==> src/rtl/inst_fetch_if.sv <==
// rtl/inst_fetch_if.sv - core-side and memory-side signals of the instruction fetch stage.
interface inst_fetch_if #(
  parameter int ADDR_WIDTH = 32
);
  logic [ADDR_WIDTH-1:0] pc;
  logic                  flush;
  logic [31:0]           inst;
  logic [ADDR_WIDTH-1:0] inst_pc;
  logic                  inst_valid;
  logic                  inst_err;
  logic                  inst_ready;
  logic                  mem_req_valid;
  logic [ADDR_WIDTH-1:0] mem_req_addr;
  logic                  mem_req_ready;
  logic                  mem_resp_valid;
  logic [31:0]           mem_resp_data;
  logic                  mem_resp_err;

  // master is the fetch stage; slave is the core plus instruction memory around it
  modport master (
    input  pc, flush, inst_ready, mem_req_ready, mem_resp_valid, mem_resp_data, mem_resp_err,
    output inst, inst_pc, inst_valid, inst_err, mem_req_valid, mem_req_addr
  );

  modport slave (
    output pc, flush, inst_ready, mem_req_ready, mem_resp_valid, mem_resp_data, mem_resp_err,
    input  inst, inst_pc, inst_valid, inst_err, mem_req_valid, mem_req_addr
  );
endinterface

==> src/rtl/inst_fetch.sv <==
// rtl/inst_fetch.sv - single-outstanding instruction fetch stage feeding the RV32IM core.
module inst_fetch #(
  parameter int          ADDR_WIDTH = 32,
  parameter logic [31:0] NOP_INST   = 32'h0000_0013
) (
  input logic          clk,
  input logic          global_rst,
  inst_fetch_if.master bus
);
  typedef enum logic [1:0] {
    IDLE,
    REQ,
    WAIT,
    HOLD
  } state_t;

  state_t                state;
  state_t                state_next;
  logic                  discard;
  logic                  discard_next;
  logic [ADDR_WIDTH-1:0] req_pc;
  logic [31:0]           inst_q;
  logic [ADDR_WIDTH-1:0] inst_pc_q;
  logic                  inst_err_q;
  logic                  load_pc;
  logic                  load_fault;
  logic                  load_resp;
  logic                  pc_misaligned;

  assign pc_misaligned = (bus.pc[1:0] != 2'b00);

  always_ff @(posedge clk) begin
    if (global_rst) begin
      state   <= IDLE;
      discard <= 1'b0;
    end else begin
      state   <= state_next;
      discard <= discard_next;
    end
  end

  // A flushed fetch still completes its memory handshake; discard marks its response as stale.
  always_comb begin
    state_next   = state;
    discard_next = discard;
    load_pc      = 1'b0;
    load_fault   = 1'b0;
    load_resp    = 1'b0;
    case (state)
      IDLE: begin
        load_pc = 1'b1;
        if (pc_misaligned) begin
          load_fault = 1'b1;
          state_next = HOLD;
        end else begin
          state_next = REQ;
        end
      end
      REQ: begin
        if (bus.flush) discard_next = 1'b1;
        if (bus.mem_req_ready) state_next = WAIT;
      end
      WAIT: begin
        if (bus.mem_resp_valid) begin
          discard_next = 1'b0;
          if (discard || bus.flush) begin
            state_next = IDLE;
          end else begin
            load_resp  = 1'b1;
            state_next = HOLD;
          end
        end else if (bus.flush) begin
          discard_next = 1'b1;
        end
      end
      HOLD: begin
        if (bus.flush || bus.inst_ready) state_next = IDLE;
      end
      default: state_next = IDLE;
    endcase
  end

  always_ff @(posedge clk) begin
    if (global_rst) begin
      req_pc     <= '0;
      inst_q     <= '0;
      inst_pc_q  <= '0;
      inst_err_q <= 1'b0;
    end else begin
      if (load_pc) req_pc <= bus.pc;
      if (load_fault) begin
        inst_q     <= NOP_INST;
        inst_pc_q  <= bus.pc;
        inst_err_q <= 1'b1;
      end else if (load_resp) begin
        inst_q     <= bus.mem_resp_err ? NOP_INST : bus.mem_resp_data;
        inst_pc_q  <= req_pc;
        inst_err_q <= bus.mem_resp_err;
      end
    end
  end

  assign bus.inst          = inst_q;
  assign bus.inst_pc       = inst_pc_q;
  assign bus.inst_err      = inst_err_q;
  assign bus.inst_valid    = (state == HOLD);
  assign bus.mem_req_valid = (state == REQ);
  assign bus.mem_req_addr  = {req_pc[ADDR_WIDTH-1:2], 2'b00};
endmodule

==> src/flat_wrapper.sv <==
// flat-port wrapper written by rule: the top's interface ports become plain ports
module inst_fetch_flat 
#(
  parameter int          ADDR_WIDTH = 32,
  parameter logic [31:0] NOP_INST   = 32'h0000_0013
)
  (clk, global_rst, bus_pc, bus_flush, bus_inst_ready, bus_mem_req_ready, bus_mem_resp_valid, bus_mem_resp_data, bus_mem_resp_err, bus_inst, bus_inst_pc, bus_inst_valid, bus_inst_err, bus_mem_req_valid, bus_mem_req_addr);
  inst_fetch_if #(.ADDR_WIDTH(ADDR_WIDTH)) bus_i ();
  input logic clk;
  input logic global_rst;
  input wire logic [$bits(bus_i.pc)-1:0] bus_pc;
  input wire logic [$bits(bus_i.flush)-1:0] bus_flush;
  input wire logic [$bits(bus_i.inst_ready)-1:0] bus_inst_ready;
  input wire logic [$bits(bus_i.mem_req_ready)-1:0] bus_mem_req_ready;
  input wire logic [$bits(bus_i.mem_resp_valid)-1:0] bus_mem_resp_valid;
  input wire logic [$bits(bus_i.mem_resp_data)-1:0] bus_mem_resp_data;
  input wire logic [$bits(bus_i.mem_resp_err)-1:0] bus_mem_resp_err;
  output wire logic [$bits(bus_i.inst)-1:0] bus_inst;
  output wire logic [$bits(bus_i.inst_pc)-1:0] bus_inst_pc;
  output wire logic [$bits(bus_i.inst_valid)-1:0] bus_inst_valid;
  output wire logic [$bits(bus_i.inst_err)-1:0] bus_inst_err;
  output wire logic [$bits(bus_i.mem_req_valid)-1:0] bus_mem_req_valid;
  output wire logic [$bits(bus_i.mem_req_addr)-1:0] bus_mem_req_addr;
  assign bus_i.pc = bus_pc;
  assign bus_i.flush = bus_flush;
  assign bus_i.inst_ready = bus_inst_ready;
  assign bus_i.mem_req_ready = bus_mem_req_ready;
  assign bus_i.mem_resp_valid = bus_mem_resp_valid;
  assign bus_i.mem_resp_data = bus_mem_resp_data;
  assign bus_i.mem_resp_err = bus_mem_resp_err;
  assign bus_inst = bus_i.inst;
  assign bus_inst_pc = bus_i.inst_pc;
  assign bus_inst_valid = bus_i.inst_valid;
  assign bus_inst_err = bus_i.inst_err;
  assign bus_mem_req_valid = bus_i.mem_req_valid;
  assign bus_mem_req_addr = bus_i.mem_req_addr;
  inst_fetch #(.ADDR_WIDTH(ADDR_WIDTH), .NOP_INST(NOP_INST)) u_core (.clk(clk), .global_rst(global_rst), .bus(bus_i));
endmodule
==> config.mk <==
export PLATFORM = sky130hd
export DESIGN_NAME = inst_fetch_flat
export DESIGN_NICKNAME = d
export VERILOG_FILES = /design/src/rtl/inst_fetch_if.sv /design/src/rtl/inst_fetch.sv /design/src/flat_wrapper.sv
export SDC_FILE = /design/constraint.sdc
export NUM_CORES = 1
export LEC_CHECK = 0
export ABC_AREA = 1
export CORE_MARGIN = 8
export CORE_UTILIZATION = 45
export DETAILED_ROUTE_END_ITERATION = 10
export PLACE_DENSITY_LB_ADDON = 0.1
export SLEW_MARGIN = 20
export SYNTH_ARGS = -nofsm -noshare
export SYNTH_HDL_FRONTEND = slang
export SYNTH_SLANG_ARGS = --single-unit
==> constraint.sdc <==
create_clock -name clk -period 2.8 [get_ports clk]
set_input_delay 0.28 -clock clk [delete_from_list [all_inputs] [get_ports clk]]
set_output_delay 0.28 -clock clk [all_outputs]
set_load 0.02 [all_outputs]
==> results of run 1 <==
==> power by group through the flow <==
| stage | Clock (W) | Combinational [W] | Sequential (W) |
|---|---|---|---|
| 6_report | 0.00104 | 0.00288 | 0.00211 |
| 5_1_grt | 0.00112 | 0.00316 | 0.00217 |
| 4_1_cts | 0.00106 | 0.00292 | 0.00212 |
| 3_5_place_dp | 0 | 0.00291 | 0.00215 |
| 3_3_place_gp | 0 | 0.00286 | 0.00213 |
| 2_1_floorplan | 0 | 0.00167 | 0.00239 |
==> synthesized netlist by cell type, types with 3 or more instances <==
| library cell | n |
|---|---|
| inv_1 | 16 |
| buf_2 | 16 |
| buf_6 | 4 |
| clkbuf_1 | 11 |
| nand2_1 | 169 |
| buf_4 | 35 |
| nor2_1 | 53 |
| o21ai_1 | 5 |
| nand3_1 | 33 |
| nand2_4 | 3 |
| a21oi_1 | 82 |
| nand2_2 | 5 |
| o21ai_0 | 36 |
| dfxtp_1 | 100 |
| ha_1 | 5 |
| a21oi_2 | 5 |
==> layer usage <==
layer	track usage (%)	vias to the layer above	part of all wire, %
met5	0	-	0
met4	7.72	0	1.8
met3	7.28	16	9.7
met2	31.8	154	47
met1	22.5	1887	41
li1	-	2087	-
==> kinds of logic (layout without fill, tap and decap cells) <==
group / Yosys count / count (layout)
AND/OR/NAND/NOR: 265 / 265
adder cells (fa/ha/maj): 5 / 5
flip-flops: 100 / 100
other: 1 / 2
buffers and inverters: 88 / 210
AO/OA/AOI/OAI: 129 / 129
==> worst register-to-register path, delay by kind of cell, from the launching register on <==
family | cells | cell delay [ns]
compound gates | 1 | 0.15
flops | 1 | 0.40
simple gates | 4 | 0.80
fa+ha+maj | 1 | 0.25
buf+inv | 3 | 0.53
==> per-stage QoR <==
step           setup slack, ns  instances  total power [W]  cell area, um^2  hold slack [ns]
3_5_place_dp             0.563        828          0.00505             5800            0.458
2_1_floorplan             1.29        589          0.00406             4350            0.420
4_1_cts                  0.563        844          0.00609             6020            0.465
5_1_grt                  0.364        844          0.00644             6020            0.477
3_3_place_gp             0.623        828          0.00499             5800            0.450
6_report                 0.597        844          0.00603             6020            0.467
==> area by class of cell <==
class / instances / area, um^2 / share of cell area, %
flip-flops and latches: 100 / 2000 / 33.3
multi-input cells: 401 / 1820 / 30.2
repair buffers: 176 / 1740 / 28.9
well taps: 133 / 166 / 2.76
clock buffers: 11 / 141 / 2.35
clock inverters: 5 / 83.8 / 1.39
inverters: 18 / 67.6 / 1.12
==> how the worst max path moves through the flow <==
stage / cells past startpoint / end / startpoint / slack [ns]
finish: 9 / u_core.bus.inst[1]$_SDFFE_PP0P_ / u_core.state[0]$_SDFFE_PP0P_ / 0.60
global route: 9 / u_core.bus.inst[1]$_SDFFE_PP0P_ / u_core.state[0]$_SDFFE_PP0P_ / 0.36
CTS: 9 / u_core.bus.inst[1]$_SDFFE_PP0P_ / u_core.state[0]$_SDFFE_PP0P_ / 0.56
detailed placement: 9 / u_core.bus.inst_pc[8]$_SDFFE_PP0P_ / bus_mem_resp_valid / 0.56
global placement: 9 / u_core.bus.inst_pc[14]$_SDFFE_PP0P_ / bus_mem_resp_valid / 0.62
floorplan: 10 / u_core.bus.inst_pc[18]$_SDFFE_PP0P_ / u_core.state[0]$_SDFFE_PP0P_ / 1.29
==> placed cells by master (no fill, tap or decap), drive strengths merged <==
cell and n:
buf 9, o211ai 1, a21oi 87, clkinvlp 2, o21ai 41, inv 19, nand2 177, clkdlybuf4s50 167
conb 2, clkbuf 11, bufinv 2, nor2 55, nand3 33, dfxtp 100, ha 5
==> registers in the layout, summed over array words and instances, names as in the netlist <==
name / flops
u_core.state: 2
u_core.bus.inst_err: 1
u_core.bus.inst: 32
u_core.bus.inst_pc: 32
u_core.discard: 1
u_core.req_pc: 32
==> impl.org, run 1 <==
** Yosys
- The mapped netlist covers 4350 um^2.
- Biggest area consumer among synthesized cells :: dfxtp_1
- Synthesis inferred 100 register bits.
- Fraction of registers with async set/reset :: 0%
- Area fraction in compound gates after synthesis :: 15.3%
- Synthesized area per cell :: 7.40 um^2
- Leading post-synthesis cells by cell area :: dfxtp_1 46%, nand2_1 15%, a21oi_1 9.4%
- The synthesized design contains 0 enable-type register cells.
- Count of warnings emitted by yosys :: 0
- Synth Flop Type :: dfxtp_1
- After synthesis, the largest family of logic cells by area is simple AND/OR/NAND/NOR gates.
- In this run, distinct cell masters in the synthesized netlist total 23.
- Cell count after synthesis :: 588
- After Yosys synthesis, full adders, half adders and majority gates account for 1.44% of the synthesized area.
- Of the synthesized area, sequential elements account for 46.0%.
- Area share of xor/xnor cells in the synthesized design :: 0%
- The top cell type by area accounts for 46.0% of the synthesized area.
- Summing the areas of all and, or, nand and nor instances in the mapped netlist gives 24.8% of the synthesized area.
- Of the post-synthesis cell area, the part taken by muxes is 0%.

** Critical path
- Worst stage delay on the critical path :: 0.40 ns
- Kind of launch point of the worst setup path :: flip-flop
- The critical path contains buffers and inverters numbering 3 combined.
- Reg-to-reg endpoint :: u_core.bus.inst[1]$_SDFFE_PP0P_
- Top Family by Delay on Critical Path :: simple AND/OR/NAND/NOR gates
- In this run the critical register-to-register path is launched from u_core.state[0]$_SDFFE_PP0P_.
- In this run the register-to-register setup slack is 0.60 ns.
- WS Path Type :: flip-flop to flip-flop
- Worst Setup End Kind :: flip-flop
- Among all stages on the critical path, the largest delay is contributed by dfxtp_1.
- Highest fanout seen on the critical path :: 35
- Walking the worst path, the cells encountered are inv_1 > ha_1 > nand2_1 > inv_2 > nand2_4 > nand2_4 > inv_1 > nand2_1 > a21oi_1.
- Number of cells on the worst reg-to-reg path :: 9
- Data arrives at the worst endpoint at 2.50 ns.
- Required time of the worst setup path :: 3.09 ns

** Route
- Average routed wire per standard cell :: 15.2 um
- Number of remaining DRC errors :: 0
- Using the TritonRoute via totals, the vias-per-cell ratio works out to 4.91.
- Final routed wirelength across all metal layers :: 12.8 mm
- For this block, the initial DRC count from the detailed router was 196.
- Remaining number of nets flagged by the antenna check after routing :: 0
- Summing over every cut layer, the via total after detailed routing is 4,144.
- The first TritonRoute pass finished after 4 iterations.

** Clocking
- Clock tree synthesis inserted a total of 9 buffers.
- Clock transition time at the flip-flop clock pins of the worst setup and hold paths :: 0.09 ns
- Resize count post-CTS :: 0
- Post-CTS Hold Buffers :: 0
- At the later pin of the worst-skew pair, clock insertion delay measures 0.37 ns.
- Deepest level of the CTS H-tree :: 3
- Clock tree from TritonCTS :: built
- In this run the post-CTS setup repair buffer count came out at 0.
- In this run the deepest clock path goes through 2 buffers.
- Number of clock sinks :: 100
- Root cell of the clock tree :: clkbuf_8

** Timing
- Least-Margin Pin Slew :: 0.904 ns
- Highest Clock Rate :: 454 MHz
- The clock arrives with 0.00817 ns of skew.
- The routed design could run at a clock period as short as 2.20 ns.
- Final period util :: 78.7%
- In the final timing run, aggregate negative setup slack is 0 ns.
- The number of hold violations in the final report was 0.
- Unrepaired setup endpoints after global routing :: false
- Headroom to the max-slew limit came out at 39.6%.
- Fin. max-slew vios :: 0
- Final number of setup-violating endpoints :: 0

** Floorplan
- Placeable Area :: 9590 um^2
- The die is 114 um wide.
- The initial utilization of the core area, before any placement, comes to 45.3%.
- Count of boundary I/O pins :: 170
- Vert. Die Dim :: 114 um
- Row generation in the floorplan step produced 36 rows.
- Die footprint :: 13,100 um^2

** Power
- Power share of the combinational group :: 47.8%
- IR analysis of the VDD net gives a maximum drop of 0.417 mV.
- Portion of total power attributed to sequential cells :: 35.0%
- Power per unit of standard cell area :: 1000 nW/um^2
- LEAKAGE :: 2.32 nW
- For this design the total switching power over the nets is 0.00249 W.
- The internal portion of the total power is 0.00354 W.
- The share of total power dissipated in the clock network is 17.2%.
- Net switching is 41.2% of the power.

** Hold path
- For hold timing, the worst endpoint is u_core.bus.inst[11]$_SDFFE_PP0P_.
- The worst hold path belongs to the class flip-flop to flip-flop.
- Cells on Worst Hold Path :: 2
- Worst hold start :: u_core.bus.inst[11]$_SDFFE_PP0P_

** Final layout
- Layout overhead on the synthesized area :: 38.4%
- Diode count :: 0
- The layout has 883 filler cells.
- At the end of the flow the core is filled with cells to 62.8%.
- Fraction of layout cells with a size suffix above 1 :: 5.91%
- Layout Nets :: 782

** Run status
- The flow ran to the end, and the final reports show no timing, DRC or antenna violations.

** GRT
- Global-route wire length before repair :: 20.4 mm
- The number of antenna violations at the first check in global routing is 0.
- Maximum number of pins on one net before global-route repair :: 38
- The via count of the first global-routing pass is 4,078.
- Total grt overflow :: 0
- For this run, the total global-route usage over all layers was measured as 19.4%.

** Place
- Routability congestion estimate :: 0.768
- Count of buffers from port buffering :: 167
- Total half-perimeter wirelength after legalization and detailed placement :: 9.04 mm

** Run
- The tool flagged a number of max-cap violations equal to 0.
Power figures use the tool's default switching activity.
==> run 2, diff against run 1 <==
--- a/config.mk
+++ b/config.mk
@@ -7,7 +7,7 @@
 export LEC_CHECK = 0
 export ABC_AREA = 1
 export CORE_MARGIN = 8
-export CORE_UTILIZATION = 45
+export CORE_UTILIZATION = 44
 export DETAILED_ROUTE_END_ITERATION = 10
 export PLACE_DENSITY_LB_ADDON = 0.1
 export SLEW_MARGIN = 20
==> constraint.sdc (replaced) <==
create_clock -name clk -period 2.2 [get_ports clk]
set_input_delay 0.22 -clock clk [delete_from_list [all_inputs] [get_ports clk]]
set_output_delay 0.22 -clock clk [all_outputs]
set_load 0.02 [all_outputs]
==> run 2 against run 1 <==
  * Sequential power increased by 28%
  * Power increased by 25%
  * Sequential share of layout area about the same
  * Register-to-register slack got worse by 0.34 ns
  * Die area increased by 2.0%
  * Wire length increased by 1.3%
  * Largest cell class unchanged
==> impl.org, run 2 (synthesis gave the netlist of run 1 again) <==
** Place
- Routability congestion estimate :: 0.817 (was 0.768)
- Setup Slack @ Placement :: 0.183 ns (was 0.563 ns)
- The placed wire-length estimate after detailed placement came to 9.43 mm (was 9.04 mm).
- Count of buffers from port buffering :: 167 (unchanged)

** Critical path
- Worst Setup End Kind :: flip-flop (unchanged)
- The largest stage delay on the critical path was 0.61 ns (was 0.40 ns).
- WS Path Type :: flip-flop to flip-flop (unchanged)
- Required time of the worst setup path :: 2.50 ns (was 3.09 ns)
- Kind of launch point of the worst setup path :: flip-flop (unchanged)
- The worst-path cell with the longest stage delay is nor2_4 (was dfxtp_1).
- The top cell family by delay on the critical path was simple AND/OR/NAND/NOR gates (unchanged).
- Highest fanout seen on the critical path :: 28 (was 35)
- The total buffers and inverters traversed by the critical path is 2 (was 3).
- Cell-by-cell listing of the critical path :: inv_1 > ha_1 > inv_2 > nor2_4 > nand2_1 > nand2_2 > a21oi_2 > nor2_1 (was inv_1 > ha_1 > nand2_1 > inv_2 > nand2_4 > nand2_4 > inv_1 > nand2_1 > a21oi_1)
- The critical path arrival was 2.24 ns (was 2.50 ns).

** Clocking
- Number of buffers inserted by post-CTS setup repair :: 0 (unchanged)
- The clock tree from TritonCTS is built (unchanged).
- Max Root-Sink Buffers :: 2 (unchanged)
- The total clock buffers created by CTS was 9 (unchanged).
- Root cell of the clock tree :: clkbuf_8 (unchanged)
- Number of clock sinks :: 100 (unchanged)
- Post-CTS Hold Buffers :: 0 (unchanged)
- Resize count post-CTS :: 0 (unchanged)
- The clock-pin slew on the worst setup and hold paths came to 0.10 ns (was 0.09 ns).
- The clock latency of the later-clocked register in the worst-skew pair is 0.35 ns (was 0.37 ns).
- Deepest level of the CTS H-tree :: 3 (unchanged)

** Final layout
- Diode count :: 0 (unchanged)
- Fill cell count :: 893 (was 883)
- The most frequent standard cell in the layout excluding fill and tap cells was nand2_1 (unchanged).
- Commonest non-fill, non-tap cells in the layout :: 169 x nand2_1, 167 x clkdlybuf4s50_1, 100 x dfxtp_1 (unchanged)
- Fraction of layout cells with a size suffix above 1 :: 6.57% (was 5.91%)
- Layout overhead on the synthesized area :: 38.5% (was 38.4%)
- Layout Nets :: 786 (was 782)

** GRT
- GRT Total Usage :: 19.2% (was 19.4%)
- Number of antenna violations at the first check in global routing :: 0 (unchanged)
- Number of global-route vias before repair :: 4,070 (was 4,078)
- The global route total overflow came to 0 (unchanged).
- The largest net degree at the start of global routing came to 38 (unchanged).
- The first-pass GRT wire length was 20.4 mm (about the same).

** Route
- Number of remaining DRC errors :: 0 (unchanged)
- The via-per-instance ratio was 4.90 (was 4.91).
- Detailed-route via count :: 4,158 (was 4,144)
- The number of antenna-violating nets in the routed design came to 0 (unchanged).
- The detailed-route wire length is 13.0 mm (was 12.8 mm).
- The total iterations of the first detailed-routing run was 4 (unchanged).
- The post-detailed-route wirelength per cell came to 15.3 um (was 15.2 um).
- The DRC marker count from the first detailed-route iteration is 275 (was 196).

** Run status
- Run status :: completed (unchanged)

** Timing
- The relative slew slack is 49.7% (was 39.6%).
- Fin. max-slew vios :: 0 (unchanged)
- The achievable clock frequency came to 516 MHz (was 454 MHz).
- Least-Margin Pin Slew :: 0.753 ns (was 0.904 ns)
- Unrepaired setup endpoints after global routing: false (unchanged).
- The number of hold violations in the final report was 0 (unchanged).
- The largest clock skew in the final design was 0.0117 ns (was 0.00817 ns).
- Post-route minimum period :: 1.94 ns (was 2.20 ns)
- Final number of setup-violating endpoints :: 0 (unchanged)
- Worst-case setup margin in the final layout :: 0.261 ns (was 0.597 ns)
- Post-route setup TNS :: 0 ns (unchanged)
- Final period util :: 88.1% (was 78.7%)

** Power
- Power per unit of standard cell area :: 1250 nW/um^2 (was 1000 nW/um^2)
- IR drop worst, VDD :: 0.779 mV (was 0.417 mV)
- The leakage dissipation is 2.34 nW (was 2.32 nW).

** Floorplan
- Count of boundary I/O pins :: 170 (unchanged)
- Starting Density :: 44.9% (was 45.3%)
- The count of standard-cell rows came to 36 (unchanged).
- The area enclosed by the die boundary came to 13,300 um^2 (was 13,100 um^2).
- The die span in y is 115 um (was 114 um).
- Placeable Area :: 9680 um^2 (was 9590 um^2)
- The x dimension of the die came to 115 um (was 114 um).

** Hold path
- Worst min path class :: input port to flip-flop (was flip-flop to flip-flop)

** Run
- Maximum Capacitance Violations :: 0 (unchanged)
==> run 2: layout make-up <==
class | count | area, um^2 | area share [%]
Clock buffer | 11 | 151 | 2.51
Clock inverter | 5 | 35.0 | 0.582
Inverter | 18 | 67.6 | 1.12
Multi-Input combinational cell | 401 | 1820 | 30.2
Sequential cell | 100 | 2000 | 33.2
Tap cell | 133 | 166 | 2.76
Timing Repair Buffer | 180 | 1780 | 29.6
==> run 2: final timing paths <==
path / slack [ns] / to / startpoint / cells past startpoint
min: 0.43 / u_core.bus.inst[20]$_SDFFE_PP0P_ / bus_mem_resp_data[20] / 3
min reg2reg: 0.47 / u_core.bus.inst[18]$_SDFFE_PP0P_ / u_core.bus.inst[18]$_SDFFE_PP0P_ / 2
max: 0.26 / u_core.bus.inst_pc[21]$_SDFFE_PP0P_ / u_core.state[1]$_SDFFE_PP0P_ / 8
max reg2reg: 0.26 / u_core.bus.inst_pc[21]$_SDFFE_PP0P_ / u_core.state[1]$_SDFFE_PP0P_ / 8
==> run 2: through the flow <==
step	utilization [%]	instances	hold WS (ns)	area (um^2)	total power, W
finish	62.2	848	0.426	6020	0.00754
global route	62.2	848	0.423	6020	0.00806
CTS	62.2	848	0.410	6020	0.00761
detailed placement	60.3	832	0.455	5840	0.00650
global placement	60.3	832	0.452	5840	0.00642
floorplan	-	589	0.360	4350	0.00516
==> run 2: layer usage <==
layer / GRT usage, % / up-vias / part of all wire, %
li1: - / 2089 / -
met1: 23.1 / 1916 / 42
met2: 31.7 / 140 / 48
met3: 6.10 / 13 / 9.7
met4: 6.30 / 0 / 1.2
met5: 0 / - / 0
==> run 2: worst reg2reg max path, stage by stage (launching register included) <==
cell and delay [ns]:
dfxtp_1 0.36, inv_1 0.13, ha_1 0.30, inv_2 0.08, nor2_4 0.61, nand2_1 0.18, nand2_2 0.12, a21oi_2 0.04
nor2_1 0.08
==> run 2: report_power, final <==
group,internal [W],leakage (nW),switching [W]
sequential,0.00233,0.821,0.000369
combinational,0.00154,1.42,0.00219
clock,0.000476,0.0957,0.000637
total,0.00435,2.34,0.00319
